==> src/rtl/db_pkg.sv <==
// Shared definitions for the switch debouncer: FSM state encodings and
// default timing constants.
package db_pkg;

   typedef enum logic [1:0] {
      STABLE_LOW  = 2'd0,
      PEND_HIGH   = 2'd1,
      STABLE_HIGH = 2'd2,
      PEND_LOW    = 2'd3
   } db_state_t;

   // 1 ms of stability at a 50 MHz clock.
   localparam int DEFAULT_STABLE_CYCLES = 50000;
   localparam int DEFAULT_CNT_W         = 16;

   localparam int PRESS_W = 8;

endpackage

==> src/rtl/bit_sync2.sv <==
// Two-flop synchronizer for a single asynchronous level; output resets to 0.
module bit_sync2 (
   input  logic clock,
   input  logic reset,
   input  logic d,
   output logic q
);

   logic meta_q;
   logic sync_q;

   always_ff @(posedge clock or posedge reset) begin
      if (reset) begin
         meta_q <= 1'b0;
         sync_q <= 1'b0;
      end else begin
         meta_q <= d;
         sync_q <= meta_q;
      end
   end

   assign q = sync_q;

endmodule

==> src/rtl/switch_debouncer.sv <==
// Debounces a raw switch level: a new level is accepted only after
// STABLE_CYCLES consecutive identical synchronized samples.
module switch_debouncer
   import db_pkg::*;
#(
   parameter int STABLE_CYCLES = DEFAULT_STABLE_CYCLES,
   parameter int CNT_W         = DEFAULT_CNT_W
) (
   input  logic               clock,
   input  logic               reset,
   input  logic               sw_in,
   input  logic               count_clear,
   output logic               sw_level,
   output logic               rise_pulse,
   output logic               fall_pulse,
   output logic [PRESS_W-1:0] press_count
);

   localparam logic [CNT_W-1:0] CNT_ONE  = CNT_W'(1);
   localparam logic [CNT_W-1:0] CNT_LAST = CNT_W'(STABLE_CYCLES - 1);

   logic sw_sync;

   db_state_t          state_q, state_d;
   logic [CNT_W-1:0]   cnt_q, cnt_d;
   logic               level_q, level_d;
   logic               rise_q, rise_d;
   logic               fall_q, fall_d;
   logic [PRESS_W-1:0] press_q, press_d;

   bit_sync2 u_sw_sync (
      .clock (clock),
      .reset (reset),
      .d     (sw_in),
      .q     (sw_sync)
   );

   always_ff @(posedge clock or posedge reset) begin
      if (reset) begin
         state_q <= STABLE_LOW;
         cnt_q   <= '0;
         level_q <= 1'b0;
         rise_q  <= 1'b0;
         fall_q  <= 1'b0;
         press_q <= '0;
      end else begin
         state_q <= state_d;
         cnt_q   <= cnt_d;
         level_q <= level_d;
         rise_q  <= rise_d;
         fall_q  <= fall_d;
         press_q <= press_d;
      end
   end

   // The entering sample counts as the first, so acceptance happens on the
   // sample that finds the counter already at STABLE_CYCLES-1.
   always_comb begin
      state_d = state_q;
      cnt_d   = cnt_q;
      level_d = level_q;
      rise_d  = 1'b0;
      fall_d  = 1'b0;
      case (state_q)
         STABLE_LOW: begin
            cnt_d = '0;
            if (sw_sync) begin
               state_d = PEND_HIGH;
               cnt_d   = CNT_ONE;
            end
         end
         PEND_HIGH: begin
            if (!sw_sync) begin
               state_d = STABLE_LOW;
               cnt_d   = '0;
            end else if (cnt_q == CNT_LAST) begin
               state_d = STABLE_HIGH;
               cnt_d   = '0;
               level_d = 1'b1;
               rise_d  = 1'b1;
            end else begin
               cnt_d = cnt_q + CNT_ONE;
            end
         end
         STABLE_HIGH: begin
            cnt_d = '0;
            if (!sw_sync) begin
               state_d = PEND_LOW;
               cnt_d   = CNT_ONE;
            end
         end
         PEND_LOW: begin
            if (sw_sync) begin
               state_d = STABLE_HIGH;
               cnt_d   = '0;
            end else if (cnt_q == CNT_LAST) begin
               state_d = STABLE_LOW;
               cnt_d   = '0;
               level_d = 1'b0;
               fall_d  = 1'b1;
            end else begin
               cnt_d = cnt_q + CNT_ONE;
            end
         end
         default: begin
            state_d = STABLE_LOW;
            cnt_d   = '0;
            level_d = 1'b0;
         end
      endcase
   end

   // Counts the registered rise pulse; a clear in the same cycle wins.
   always_comb begin
      press_d = press_q;
      if (count_clear) begin
         press_d = '0;
      end else if (rise_q) begin
         press_d = press_q + PRESS_W'(1);
      end
   end

   assign sw_level    = level_q;
   assign rise_pulse  = rise_q;
   assign fall_pulse  = fall_q;
   assign press_count = press_q;

endmodule

==> config.mk <==
export PLATFORM = sky130hd
export DESIGN_NAME = switch_debouncer
export DESIGN_NICKNAME = d
export VERILOG_FILES = /design/src/rtl/db_pkg.sv /design/src/rtl/bit_sync2.sv /design/src/rtl/switch_debouncer.sv
export SDC_FILE = /design/constraint.sdc
export NUM_CORES = 1
export LEC_CHECK = 0
export CORE_MARGIN = 1
export CORE_UTILIZATION = 55
export DETAILED_ROUTE_END_ITERATION = 8
export PLACE_DENSITY = 0.78
export SYNTH_ARGS = -nofsm -noshare
export SYNTH_HDL_FRONTEND = slang
export SYNTH_HIERARCHICAL = 1
export SYNTH_SLANG_ARGS = --single-unit
==> constraint.sdc <==
create_clock -name clock -period 4.61 [get_ports clock]
set_input_delay 1.383 -clock clock [delete_from_list [all_inputs] [get_ports clock]]
set_output_delay 1.383 -clock clock [all_outputs]
set_load 0.1 [all_outputs]
Yosys cells after proc, flatten, opt, wreduce, memory -nomap -nowiden
Index checks and enable logic that the tools add are counted.
{"block": "totals", "inputBits": 4, "out_inout_bits": 11, "ff_bits": 31}
{"block": "classes", "mux": 25, "n_addsub": 2, "reduce_logical": 5, "eq_ne": 12}
{"cell": "16-bit one-hot mux with 4 select lines", "count": 1}
{"cell": "16-bit 2-to-1 mux", "count": 3}
{"cell": "16-bit by 1-bit adder with 16-bit output (second input constant)", "count": 1}
{"cell": "16-bit == test (second input constant)", "count": 1}
{"cell": "8-bit 2-to-1 mux", "count": 2}
{"cell": "2-bit 2-to-1 mux", "count": 6}
{"cell": "1-bit 2-to-1 mux", "count": 11}
{"cell": "8-bit by 1-bit adder with 8-bit output (second input constant)", "count": 1}
{"cell": "2-bit inequality test (second input constant)", "count": 4}
{"cell": "2-bit one-hot mux with 4 select lines", "count": 1}
{"cell": "5-bit AND reduction", "count": 1}
{"cell": "2-bit == test (second input constant)", "count": 2}
{"cell": "2-bit by 1-bit inequality test with 1-bit output (second input constant)", "count": 2}
{"cell": "4-bit AND reduction", "count": 1}
{"cell": "2-bit nonzero test", "count": 2}
{"cell": "3-bit by 2-bit inequality test with 1-bit output (second input constant)", "count": 1}
{"cell": "3-bit inequality test (second input constant)", "count": 1}
{"cell": "2-bit by 1-bit == test with 1-bit output (second input constant)", "count": 1}
{"cell": "2-bit logical NOT", "count": 1}
{"cell": "1-bit one-hot mux with 2 select lines", "count": 1}

Logic depth before layout (Yosys ltp)
{"block": "depth", "depth_word": 4, "mapped_depth": 7, "mapped_depth_nobuf": 5}

By module
Netlist, hierarchy kept.
{"module": "switch_debouncer", "n_inst": 1, "seq_area_each_um2": 725.7, "area_per_inst_um2": 1371.3, "cells_each": 134}
{"module": "bit_sync2", "n_inst": 1, "seq_area_each_um2": 50.0, "area_per_inst_um2": 53.8, "cells_each": 3}

Least setup slack after synthesis
Ideal clock, no wire load.
{"block": "synth_path", "kind": "in2reg", "start": "input count_clear", "end": "register press_q[5], in the netlist press_count[5]", "t_arrival_ns": 2.391, "setup_ns": 0.078, "stages": 4, "required_ns": 4.532, "slack_ns": 2.142, "cell_sequence": "clkbuf_1 o2111ai_1 or3_1 a21oi_1"}
{"block": "synth_via", "elab_chain_cells": 1, "word_cells_on_any_way": 2, "classes_between": "mux (1); reduce/logical (1)"}
{"item": "start: declaration", "line_no": "switch_debouncer.sv:12", "rtl": "input logic count_clear,"}
{"item": "8-bit 2-to-1 mux / 2-bit nonzero test (equally long branches)"}
{"item": "end signal: assignment", "line_no": "switch_debouncer.sv:52", "rtl": "press_q <= press_d;"}
{"item": "end: declaration", "line_no": "switch_debouncer.sv:29", "rtl": "logic [PRESS_W-1:0] press_q, press_d;"}
Several ways; a longest one is shown, not always the timed one.
A chain may end at the register's enable or synchronous reset.

Final worst setup path
{"block": "layout_path", "start": "register rise_q, in the netlist rise_pulse", "end": "output rise_pulse"}
{"item": "start: declaration", "line_no": "switch_debouncer.sv:27", "rtl": "logic rise_q, rise_d;"}
{"item": "start signal: assignment", "line_no": "switch_debouncer.sv:50", "rtl": "rise_q <= rise_d;"}
{"item": "end: declaration", "line_no": "switch_debouncer.sv:14", "rtl": "output logic rise_pulse,"}
No word-level cell between the ends.

==> impl_metrics.tcl <==
set metrics [dict create \
    netlist_area_um2 1430 \
    p_leak_nw 0.661 \
    timing.rr.start "cnt_q[5]$_DFF_PP0_" \
    drive_above_1_share_pct 7.10 \
    postCtsSetupRepairBufs 0 \
    tns_ns 0 \
    r2r_cells 4 \
    syn_area_per_cell_um2 10.4 \
    viasPerCell 5.51 \
    die_w_um 52.9 \
    power_frac_clock_pct 34.6 \
    min_path_cells 0 \
    crit_fanout 6 \
    power.internal_mw 0.349 \
    io_buffers 14 \
    p_seq_share_pct 62.0 \
    area_delta_synth_final_pct 15.3 \
    crit_required_ns 3.23 \
    grt_pass1_vias 1024 \
    pin_count 15 \
    worstSkewPairLatency_ns 0.32 \
    dieArea_um2 2800 \
    hold_end "u_sw_sync/q$_DFF_PP0_" \
    path_clk_slew_ns 0.09 \
    gp_congestion 0.820 \
    cpPeakStageDelay_ns 1.17 \
    crit_slowest_cell "clkdlybuf4s50_1" \
    ys_ff_latch 31 \
    p_sw_mw 0.0965 \
    drtIter0Drc 18 \
    vias 1020 \
    fin_crit_sh_pct 72.2 \
    final_area_um2 1640 \
    combPwrFrac_pct 3.4 \
    remaining_drc_errors 0 \
    holdCritPathClass "reg2reg" \
    root_buffer "clkbuf_4" \
    vdd.ir_drop.worst_mv 0.237 \
    cp_cell_sequence "clkdlybuf4s50_1" \
    routed_wl_um 2470 \
    numCtsBuffers 5 \
    finClkSkew_ns 0.0103 \
    dpl_cell_area_um2 1590 \
    grt_antenna_before_repair 0 \
    ctsHoldBuffers 0 \
    setup.worst_path.class "reg2out" \
    cp-start-kind "flop" \
    timing.hold.ws_ns 0.356 \
    cap_violations 0 \
    clk_path_buf_depth 2 \
    syn_inst 137 \
    cellPowerDensity_nw_per_um2 271 \
    grt_max_degree 30 \
    grt_use_total_pct 23.2 \
    outcome "completed" \
    grt-ovfl-total 0 \
    final_util_pct 66.9 \
    clkSinkCount 31 \
    setup_viol 0 \
    yosysSeqAreaShare_pct 54.4 \
    tightestPinTransition_ns 1.05 \
    core_area_um2 2450 \
    synth_fp_nets 143 \
    htreeDepth 2 \
    grt_pass1_wl_um 4490 \
    cts_resized 0 \
    cp_num_buf_inv 1 \
    die_h_um 52.9 \
    cts_tree "built" \
    yosys_warnings 6 \
    rows 18 \
    drt_pass1_iterations 4 \
    slew_headroom_pct 30.2 \
    antennaDiodeCount 0 \
    wire_per_inst_um 13.4 \
    dp_hpwl_um 1740 \
    cp-end-kind "output port" \
    critPathTopFamily "buffers and inverters" \
    start_util_pct 58.1 \
    post-route-min-period_ns 3.33 \
    r2r-end "cnt_q[14]$_DFF_PP0_" \
    holdCritStartpoint "u_sw_sync/meta_q$_DFF_PP0_" \
    slew_viol_final 0 \
    fillers 185 \
    sw_frac_of_total_pct 21.7 \
    rrSetupSlack_ns 2.59 \
    fin_nets 161 \
    fmax_ghz 0.300 \
    antenna_left 0 \
    yosysUniqueCellTypes 28 \
    crit_arrival_ns 1.95 \
    hold_viol 0 \
    rsz0062_at_grt "false" \
]
==> stage by stage <==
stage / setup slack (ns) / total power [mW] / std cells
5_1_grt: 1.23 / 0.464 / 185
2_1_floorplan: 2.14 / 0.292 / 137
6_report: 1.28 / 0.446 / 185
3_5_place_dp: 1.63 / 0.297 / 178
4_1_cts: 1.26 / 0.453 / 185
3_3_place_gp: 1.65 / 0.296 / 178
==> routing by layer <==
metal / vias up / share of wire, % / global-route usage (%) / routed length (µm)
li1: 502 / - / - / -
met2: 16 / 47 / 36.7 / 1160
met4: 0 / 1.5 / 11.4 / 36
met1: 498 / 47 / 29.6 / 1160
met5: - / 0 / 0 / 0
met3: 4 / 4.6 / 6.03 / 113
==> how the worst max path moves through the flow <==
stage	startpoint	end	slack [ns]	cells past startpoint
final	rise_pulse$_DFF_PP0_	rise_pulse	1.28	1
after global routing	rise_pulse$_DFF_PP0_	rise_pulse	1.23	1
after CTS	rise_pulse$_DFF_PP0_	rise_pulse	1.26	1
after detailed placement	rise_pulse$_DFF_PP0_	rise_pulse	1.63	1
after global placement	rise_pulse$_DFF_PP0_	rise_pulse	1.65	1
after floorplan	count_clear	press_count[5]$_DFFE_PP0P_	2.14	4
==> logic make-up after synthesis <==
family                   synth area share [%]
buffers and inverters                    3.25
multiplexers                             1.40
adder cells (fa/ha/maj)                  1.76
XOR/XNOR                                 12.3
flip-flops                               54.4
AND/OR/NAND/NOR                          23.6
AO/OA/AOI/OAI                            3.25
==> flip-flops by register name, summed over array words and instances, names as in the netlist, named ones only <==
register,count
u_sw_sync/q,1
u_sw_sync/meta_q,1
fall_pulse,1
press_count,8
state_q,1
cnt_q,16
sw_level,1
rise_pulse,1
==> power groups by stage <==
stage          registers (mW)  logic (mW)  clock network [mW]
2_1_floorplan           0.281      0.0111                   0
3_3_place_gp            0.282      0.0148                   0
3_5_place_dp            0.282      0.0156                   0
4_1_cts                 0.276      0.0157               0.161
5_1_grt                 0.277      0.0179               0.169
6_report                0.276      0.0150               0.154
==> cell type report <==
| class | count | area, µm² | share of cell area [%] |
|---|---|---|---|
| sequential | 31 | 776 | 47.2 |
| multi-input combinational | 95 | 603 | 36.7 |
| timing repair buffer | 14 | 140 | 8.53 |
| clock buffer | 6 | 51.3 | 3.12 |
| tap | 30 | 37.5 | 2.28 |
| inverter | 8 | 30.0 | 1.83 |
| clock inverter | 1 | 5.00 | 0.305 |
==> synth_stat cells <==
cell / instances / area, µm²
dfrtp_1: 31 / 776
xnor2_1: 15 / 131
nor4_2: 1 / 12.5
clkbuf_1: 1 / 3.75
o21a_1: 1 / 7.51
or3b_1: 1 / 8.76
xor2_1: 5 / 43.8
nand4_1: 6 / 37.5
buf_2: 1 / 5.00
o2111ai_1: 1 / 8.76
a21oi_1: 3 / 15.0
nor3_4: 1 / 16.3
ha_1: 2 / 25.0
nor3_1: 5 / 25.0
nand4b_1: 1 / 8.76
nand3_1: 5 / 25.0
buf_4: 1 / 7.51
nand3b_1: 1 / 7.51
mux2i_1: 2 / 20.0
o21ai_0: 3 / 15.0
or4_4: 2 / 22.5
or3_1: 2 / 12.5
inv_1: 8 / 30.0
and3_1: 1 / 6.26
nor2_1: 26 / 97.6
nand4bb_1: 1 / 11.3
nor4_1: 3 / 18.8
nand2_1: 7 / 26.3
==> cell usage in the layout, fill, tap and decap left out, types with 3 or more instances in the layout <==
master	instances
clkbuf_4	5
xor2_1	5
inv_1	8
nand4_1	6
nand3_1	5
nand2_1	7
a21oi_1	3
clkdlybuf4s50_1	14
dfrtp_1	31
nor4_1	3
nor2_1	26
o21ai_0	3
xnor2_1	15
nor3_1	5
Power figures use the tool's default switching activity.
